--- config.mk ---
export PLATFORM = sky130hd
export DESIGN_NAME = pipe_ctrl_unit_flat
export DESIGN_NICKNAME = d
export VERILOG_FILES = /design/src/rtl/pipe_ctrl_unit_if.sv /design/src/rtl/pipe_ctrl_unit.sv /design/src/flat_wrapper.sv
export SDC_FILE = /design/constraint.sdc
export NUM_CORES = 1
export LEC_CHECK = 0
export ABC_CLOCK_PERIOD_IN_PS = 2160
export BUFFER_PORTS_ARGS = -buffer_cell sky130_fd_sc_hd__buf_4
export CAP_MARGIN = 30
export CORE_MARGIN = 2
export CORE_UTILIZATION = 35
export CTS_CLUSTER_SIZE = 10
export DETAILED_ROUTE_END_ITERATION = 8
export PLACE_DENSITY = 0.77
export SYNTH_ARGS = -nofsm -noshare
export SYNTH_HDL_FRONTEND = slang
export SYNTH_SLANG_ARGS = --single-unit
--- constraint.sdc ---
create_clock -name clk_i -period 2.16 [get_ports clk_i]
set_input_delay 0.432 -clock clk_i [delete_from_list [all_inputs] [get_ports clk_i]]
set_output_delay 0.432 -clock clk_i [all_outputs]
set_load 0.02 [all_outputs]
--- src/rtl/pipe_ctrl_unit_if.sv ---
// ID-stage inputs and EX-stage control outputs of pipe_ctrl_unit, grouped as one bundle.
// The master side drives the ID/EX inputs; the slave side is the control unit itself.
interface pipe_ctrl_unit_if #(
  parameter int REG_W = 5
);
  logic [6:0]       opCode_i;
  logic [9:0]       funct_i;
  logic [REG_W-1:0] rs1_i;
  logic [REG_W-1:0] rs2_i;
  logic             equal_i;
  logic [REG_W-1:0] exRd_i;
  logic             exMemRead_i;
  logic             stall_o;
  logic             branch_o;
  logic             flush_o;
  logic             mulBusy_o;
  logic [1:0]       aluOp_o;
  logic             aluSrc_o;
  logic             wbDst_o;
  logic             memRead_o;
  logic             memWrite_o;
  logic             memToReg_o;
  logic             regWrite_o;

  modport slave (
    input  opCode_i, funct_i, rs1_i, rs2_i, equal_i, exRd_i, exMemRead_i,
    output stall_o, branch_o, flush_o, mulBusy_o, aluOp_o, aluSrc_o, wbDst_o,
           memRead_o, memWrite_o, memToReg_o, regWrite_o
  );

  modport master (
    output opCode_i, funct_i, rs1_i, rs2_i, equal_i, exRd_i, exMemRead_i,
    input  stall_o, branch_o, flush_o, mulBusy_o, aluOp_o, aluSrc_o, wbDst_o,
           memRead_o, memWrite_o, memToReg_o, regWrite_o
  );
endinterface

--- src/rtl/pipe_ctrl_unit.sv ---
// ID-stage control: opcode decode, ID/EX control register, load-use bubbles, branch flush.
// Define MUL_MULTICYCLE_EN to build the multi-cycle multiply stall FSM; otherwise mul is single-cycle.
//
// state      | meaning
// S_IDLE     | normal decode; load-use bubbles and taken-branch flush evaluated
// S_MUL_BUSY | mul occupying EX; stall, hold EX control, count down remaining cycles
module pipe_ctrl_unit #(
  parameter int MUL_CYCLES = 4,
  parameter int REG_W      = 5
) (
  input logic             clk_i,
  input logic             rst_i,
  pipe_ctrl_unit_if.slave bus
);

  localparam logic [6:0] OP_R      = 7'b0110011;
  localparam logic [6:0] OP_I      = 7'b0010011;
  localparam logic [6:0] OP_LOAD   = 7'b0000011;
  localparam logic [6:0] OP_STORE  = 7'b0100011;
  localparam logic [6:0] OP_BRANCH = 7'b1100011;
  localparam logic [9:0] FN_MUL    = 10'b0000001000;

  logic [6:0]       op;
  logic [REG_W-1:0] rs1;
  logic [REG_W-1:0] rs2;
  logic [REG_W-1:0] ex_rd;

  assign op    = bus.opCode_i;
  assign rs1   = bus.rs1_i;
  assign rs2   = bus.rs2_i;
  assign ex_rd = bus.exRd_i;

  // ctrl packing: {aluOp[1:0], aluSrc, wbDst, memRead, memWrite, memToReg, regWrite}
  logic [7:0] dec_ctrl;
  logic       uses_rs2;
  logic       is_mul;
  logic       load_use;
  logic       br_taken;

  always_comb begin
    dec_ctrl = '0;
    uses_rs2 = 1'b0;
    case (op)
      OP_R: begin
        dec_ctrl = 8'b10_0_1_0_0_0_1;
        uses_rs2 = 1'b1;
      end
      OP_I:    dec_ctrl = 8'b01_1_1_0_0_0_1;
      OP_LOAD: dec_ctrl = 8'b00_1_1_1_0_1_1;
      OP_STORE: begin
        dec_ctrl = 8'b00_1_0_0_1_0_0;
        uses_rs2 = 1'b1;
      end
      OP_BRANCH: begin
        dec_ctrl = 8'b11_0_1_0_0_0_0;
        uses_rs2 = 1'b1;
      end
      default: dec_ctrl = '0;
    endcase
  end

  assign is_mul   = (op == OP_R) && (bus.funct_i == FN_MUL);
  assign load_use = bus.exMemRead_i && (ex_rd != '0) &&
                    ((ex_rd == rs1) || (uses_rs2 && (ex_rd == rs2)));
  assign br_taken = (op == OP_BRANCH) && bus.equal_i;

  logic [7:0] ctrl_q;
  logic [7:0] ctrl_d;
  logic       stall;
  logic       branch;
  logic       mul_busy;

`ifdef MUL_MULTICYCLE_EN
  localparam int CNT_W = $clog2(MUL_CYCLES + 1);

  typedef enum logic {S_IDLE, S_MUL_BUSY} state_t;

  state_t           state_q;
  state_t           state_d;
  logic [CNT_W-1:0] cnt_q;
  logic [CNT_W-1:0] cnt_d;

  always_ff @(posedge clk_i or posedge rst_i) begin
    if (rst_i) begin
      state_q <= S_IDLE;
      cnt_q   <= '0;
    end else begin
      state_q <= state_d;
      cnt_q   <= cnt_d;
    end
  end

  always_comb begin
    state_d = state_q;
    cnt_d   = cnt_q;
    ctrl_d  = ctrl_q;
    stall   = 1'b0;
    branch  = 1'b0;
    if (state_q == S_MUL_BUSY) begin
      stall = 1'b1;
      cnt_d = cnt_q - CNT_W'(1);
      if (cnt_q == CNT_W'(1)) begin
        state_d = S_IDLE;
      end
    end else if (load_use) begin
      stall  = 1'b1;
      ctrl_d = '0;
    end else begin
      ctrl_d = dec_ctrl;
      branch = br_taken;
      // a one-cycle mul needs no stall window at all
      if (is_mul && (MUL_CYCLES > 1)) begin
        state_d = S_MUL_BUSY;
        cnt_d   = CNT_W'(MUL_CYCLES - 1);
      end
    end
  end

  assign mul_busy = (state_q == S_MUL_BUSY);
`else
  logic unused_mul;
  assign unused_mul = is_mul & (MUL_CYCLES > 0);

  always_comb begin
    ctrl_d = dec_ctrl;
    stall  = 1'b0;
    branch = 1'b0;
    if (load_use) begin
      stall  = 1'b1;
      ctrl_d = '0;
    end else begin
      branch = br_taken;
    end
  end

  assign mul_busy = 1'b0;
`endif

  always_ff @(posedge clk_i or posedge rst_i) begin
    if (rst_i) begin
      ctrl_q <= '0;
    end else begin
      ctrl_q <= ctrl_d;
    end
  end

  assign bus.stall_o    = stall;
  assign bus.branch_o   = branch;
  assign bus.flush_o    = branch;
  assign bus.mulBusy_o  = mul_busy;
  assign bus.aluOp_o    = ctrl_q[7:6];
  assign bus.aluSrc_o   = ctrl_q[5];
  assign bus.wbDst_o    = ctrl_q[4];
  assign bus.memRead_o  = ctrl_q[3];
  assign bus.memWrite_o = ctrl_q[2];
  assign bus.memToReg_o = ctrl_q[1];
  assign bus.regWrite_o = ctrl_q[0];

endmodule

--- src/flat_wrapper.sv ---
// flat-port wrapper written by rule: the top's interface ports become plain ports
module pipe_ctrl_unit_flat 
#(
  parameter int MUL_CYCLES = 4,
  parameter int REG_W      = 5
)
  (clk_i, rst_i, bus_opCode_i, bus_funct_i, bus_rs1_i, bus_rs2_i, bus_equal_i, bus_exRd_i, bus_exMemRead_i, bus_stall_o, bus_branch_o, bus_flush_o, bus_mulBusy_o, bus_aluOp_o, bus_aluSrc_o, bus_wbDst_o, bus_memRead_o, bus_memWrite_o, bus_memToReg_o, bus_regWrite_o);
  pipe_ctrl_unit_if #(.REG_W(REG_W)) bus_i ();
  input logic clk_i;
  input logic rst_i;
  input wire logic [$bits(bus_i.opCode_i)-1:0] bus_opCode_i;
  input wire logic [$bits(bus_i.funct_i)-1:0] bus_funct_i;
  input wire logic [$bits(bus_i.rs1_i)-1:0] bus_rs1_i;
  input wire logic [$bits(bus_i.rs2_i)-1:0] bus_rs2_i;
  input wire logic [$bits(bus_i.equal_i)-1:0] bus_equal_i;
  input wire logic [$bits(bus_i.exRd_i)-1:0] bus_exRd_i;
  input wire logic [$bits(bus_i.exMemRead_i)-1:0] bus_exMemRead_i;
  output wire logic [$bits(bus_i.stall_o)-1:0] bus_stall_o;
  output wire logic [$bits(bus_i.branch_o)-1:0] bus_branch_o;
  output wire logic [$bits(bus_i.flush_o)-1:0] bus_flush_o;
  output wire logic [$bits(bus_i.mulBusy_o)-1:0] bus_mulBusy_o;
  output wire logic [$bits(bus_i.aluOp_o)-1:0] bus_aluOp_o;
  output wire logic [$bits(bus_i.aluSrc_o)-1:0] bus_aluSrc_o;
  output wire logic [$bits(bus_i.wbDst_o)-1:0] bus_wbDst_o;
  output wire logic [$bits(bus_i.memRead_o)-1:0] bus_memRead_o;
  output wire logic [$bits(bus_i.memWrite_o)-1:0] bus_memWrite_o;
  output wire logic [$bits(bus_i.memToReg_o)-1:0] bus_memToReg_o;
  output wire logic [$bits(bus_i.regWrite_o)-1:0] bus_regWrite_o;
  assign bus_i.opCode_i = bus_opCode_i;
  assign bus_i.funct_i = bus_funct_i;
  assign bus_i.rs1_i = bus_rs1_i;
  assign bus_i.rs2_i = bus_rs2_i;
  assign bus_i.equal_i = bus_equal_i;
  assign bus_i.exRd_i = bus_exRd_i;
  assign bus_i.exMemRead_i = bus_exMemRead_i;
  assign bus_stall_o = bus_i.stall_o;
  assign bus_branch_o = bus_i.branch_o;
  assign bus_flush_o = bus_i.flush_o;
  assign bus_mulBusy_o = bus_i.mulBusy_o;
  assign bus_aluOp_o = bus_i.aluOp_o;
  assign bus_aluSrc_o = bus_i.aluSrc_o;
  assign bus_wbDst_o = bus_i.wbDst_o;
  assign bus_memRead_o = bus_i.memRead_o;
  assign bus_memWrite_o = bus_i.memWrite_o;
  assign bus_memToReg_o = bus_i.memToReg_o;
  assign bus_regWrite_o = bus_i.regWrite_o;
  pipe_ctrl_unit #(.MUL_CYCLES(MUL_CYCLES), .REG_W(REG_W)) u_core (.clk_i(clk_i), .rst_i(rst_i), .bus(bus_i));
endmodule
; ---- After elaboration in Yosys (flattened, before gate mapping)
; Cells that the tools add are included.
[word_totals]
regBits = 8
input_bits = 36
out_inout_bits = 12
[op_classes]
eq_ne = 7
n_mux = 5
n_reduce_logical = 7
[ops]
columns = cell, count
row1 = $pmux W8 S5, 1
row2 = $eq A7 B6 Y1 const B, 2
row3 = $eq A5 B5 Y1, 2
row4 = $mux W8, 1
row5 = $eq A7 B2 Y1 const B, 1
row6 = $eq A7 B5 Y1 const B, 1
row7 = $eq A7 B7 Y1 const B, 1
row8 = $reduce_bool A5 Y1, 1
row9 = $logic_and A1 B1 Y1, 4
row10 = $mux W1, 3
row11 = $reduce_or A3 Y1, 1
row12 = $logic_or A1 B1 Y1, 1

; ---- Logic depth before layout (Yosys ltp)
[depth]
word_depth = 7
ltp_mapped = 6
depth_no_buf = 5

; ---- Worst setup path after synthesis
; OpenSTA, ideal clock, no wires.
[synth_timing]
kind = input-to-output
startpoint = input bus_exRd_i[4]
endpoint = output bus_flush_o
t_arrival_ps = 1770
t_required_ps = 1728
path_slack_ps = -42
path_stages = 5
n_path_buf = 1
path_cell_list = or4_4 -> o21ai_4 -> a21oi_4 -> nor2_1 -> buf_4
[synth_between]
elab_chain_cells = 5
elab_cells_between_ends = 8
classes_between = eq/ne: 2 / mux: 1 / reduce/logical: 5
[synth_rtl]
columns = element, line_no
row1 = start: declaration, flat_wrapper.sv:16  ; input wire logic [$bits(bus_i.exRd_i)-1:0] bus_exRd_i;
row2 = $eq A5 B5 Y1, pipe_ctrl_unit.sv:64  ; ((ex_rd == rs1) || (uses_rs2 && (ex_rd == rs2)));
row3 = $logic_and A1 B1 Y1, pipe_ctrl_unit.sv:64
row4 = $logic_or A1 B1 Y1, pipe_ctrl_unit.sv:64
row5 = $logic_and A1 B1 Y1 *, pipe_ctrl_unit.sv:63  ; assign load_use = bus.exMemRead_i && (ex_rd != '0) &&
row6 = $mux W1 *, pipe_ctrl_unit.sv:128  ; if (load_use) begin
row7 = end: declaration, flat_wrapper.sv:20  ; output wire logic [$bits(bus_i.flush_o)-1:0] bus_flush_o;
; Mark *: on every way between the ends. The rest lies on a longest branch, timed or not.

; ---- Worst setup path after layout
[layout_timing]
startpoint = input bus_exRd_i[3]
endpoint = output bus_flush_o
; Same word-level chain as after synthesis.

==> impl_metrics.json <==
{
  "grt_pass1_vias": 466,
  "vias_per_cell": 4.64,
  "fin_setup_tns_ns": 0,
  "startpoint_type": "input pin",
  "ant_nets": 0,
  "min_period_ns": 2.08,
  "syn_nets": 90,
  "largest_reg_flops": 7,
  "ir_worst_vdd_mv": 0.157,
  "yosysWarnings": 0,
  "crit_fanout": 2,
  "min_period_over_period_pct": 96.1,
  "synth.area.top_cells": "dfrtp_1 33%, xor2_1 13%, xnor2_1 6.6%",
  "power_density_nw_per_um2": 399,
  "io_pins": 48,
  "first_pass_iters": 4,
  "num_rows": 14,
  "die-width_um": 42.9,
  "grt_max_degree": 10,
  "place.gp.congestion": 0.682,
  "cts_tree": "done",
  "grt_antenna_before_repair": 0,
  "rsz0062_at_grt": "no",
  "cts_made_buffers": 3,
  "area_growth_pct": 63.6,
  "core_area_um2": 1450,
  "gr-total-overflow": 0,
  "h-tree-depth": 1,
  "yosysUniqueCellTypes": 25,
  "wl_per_cell_um": 10.1,
  "drive_gt1_share_pct": 54.7,
  "worst_ep_arrival_time_ns": 1.64,
  "max_freq_mhz": 482,
  "post-place-cells": 107,
  "clk_pin_slew_ns": 0.05,
  "outcome": "completed",
  "cp-end-kind": "output pin",
  "cap_violations": 0,
  "dp_hpwl_mm": 1.00,
  "grt_pass1_wl_mm": 1.71,
  "track_usage_pct": 12.8,
  "die-area_um2": 1840,
  "root_buffer": "clkbuf_4",
  "nets": 132,
  "chipHeight_um": 42.9,
  "synth_seq_cells": 7,
  "async_reset_ff_share_pct": 100,
  "syn_area_um2": 529,
  "synth_cells": 54,
  "p_leak_nw": 0.429,
  "via_count": 515,
  "synth_ff_type": "dfrtp_1",
  "drc": 0,
  "avgSynthCellArea_um2": 9.80,
  "hp-class": "input pin to async pin",
  "routed_wl_mm": 1.12,
  "drt_iter0_drc": 1,
  "criticalPathCategory": "input pin to output pin",
  "portBuffers": 36,
  "finalSetupViolations": 0,
  "start_util_pct": 36.4,
  "final_cells": 111,
  "largest_register": "u_core.ctrl_q",
  "hold_viol": 0,
  "netlist_top_cells_count": "8 x xor2_1, 7 x dfrtp_1, 6 x nor2_1",
  "yosysSeqAreaShare_pct": 33.1,
  "yosys.area.top_type": "dfrtp_1",
  "diodes": 0,
  "yosysMostFrequentCell": "xor2_1",
  "clock_path_buffers": 2,
  "cts_sinks": 7,
  "required_ns": 1.73,
  "slew_violations": 0,
  "synth_edf_count": 0,
  "top_regs": "u_core.ctrl_q (7)",
  "synth_top_area_share_pct": 33.1
}
-- critical path, stage by stage --
cell	delay, ns
buf_4	0.12
xor2_1	0.16
nor4_2	0.26
nand4_1	0.15
buf_4	0.16
a21oi_4	0.15
nor2_2	0.06
buf_4	0.15
-- logic make-up (layout without fill, tap and decap cells) --
group,Yosys count,count (layout),synth area share (%)
flops,7,7,33.1
xor+xnor,12,12,19.9
simple gates,24,24,30.5
compound gates,5,5,10.2
other cells,1,1,0.709
buf+inv,5,46,5.67
-- per-stage QoR --
stage | hold slack, ns | setup WS [ns] | power [W] | utilization, % | instance area, µm²
after global routing | 0.109 | 0.00949 | 0.000373 | 59.6 | 866
after detailed placement | 0.371 | 0.0312 | 0.000233 | 57.3 | 833
final | 0.107 | 0.0832 | 0.000346 | 59.6 | 866
after floorplan | 0.235 | 0.0749 | 0.000179 | - | 532
after global placement | 0.364 | 0.0333 | 0.000231 | 57.3 | 833
after CTS | 0.106 | 0.0312 | 0.000350 | 59.1 | 860
-- cell usage in the layout (no fill, tap or decap), types with 2 or more instances in the layout --
master / netlist / routed
buf_4: 3 / 41
clkbuf_4: 0 / 3
nand3_1: 2 / 2
nor2_1: 6 / 5
xor2_1: 8 / 8
nand2_1: 4 / 4
nand4_1: 2 / 2
dfrtp_1: 7 / 7
nor3_1: 2 / 2
xnor2_1: 4 / 4
-- layout make-up --
cell class                 instances  area [µm²]
clock buffer                       4        26.3
timing repair buffer              41         308
sequential                         7         175
tap                               16        20.0
multi-input combinational         42         333
fill                             130         588
inverter                           1        3.75
-- per-layer routing --
metal,vias up,global-route usage (%),routed length (µm)
met5,-,0,0
li1,263,-,-
met3,2,2.55,112
met2,27,25.5,624
met1,223,9.95,369
met4,0,11.3,10
-- where the power goes --
part	switching [W]	total, W	leakage [nW]	internal [W]
sequential	0.000000361	0.000133	0.0974	0.000133
combinational	0.0000426	0.0000982	0.316	0.0000557
clock	0.0000441	0.000114	0.0150	0.0000702
-- what timing repair did --
action | 4_1_cts | 5_1_grt
hold buffers | 0 | 0
buffers inserted | 0 | 0
setup endpoints to repair | 0 | 3
gates resized for setup | 0 | 1
-- worst paths after layout --
check,start,endpoint,slack [ns],cells past startpoint
setup / recovery,bus_exRd_i[3],bus_flush_o,0.08,8
hold / removal,rst_i,u_core.ctrl_q[7],0.11,2
max in group asynchronous,rst_i,u_core.ctrl_q[6],1.86,2
min in group clk_i,bus_opCode_i[6],u_core.ctrl_q[2],0.44,2
(Power assumes the default switching activity.)
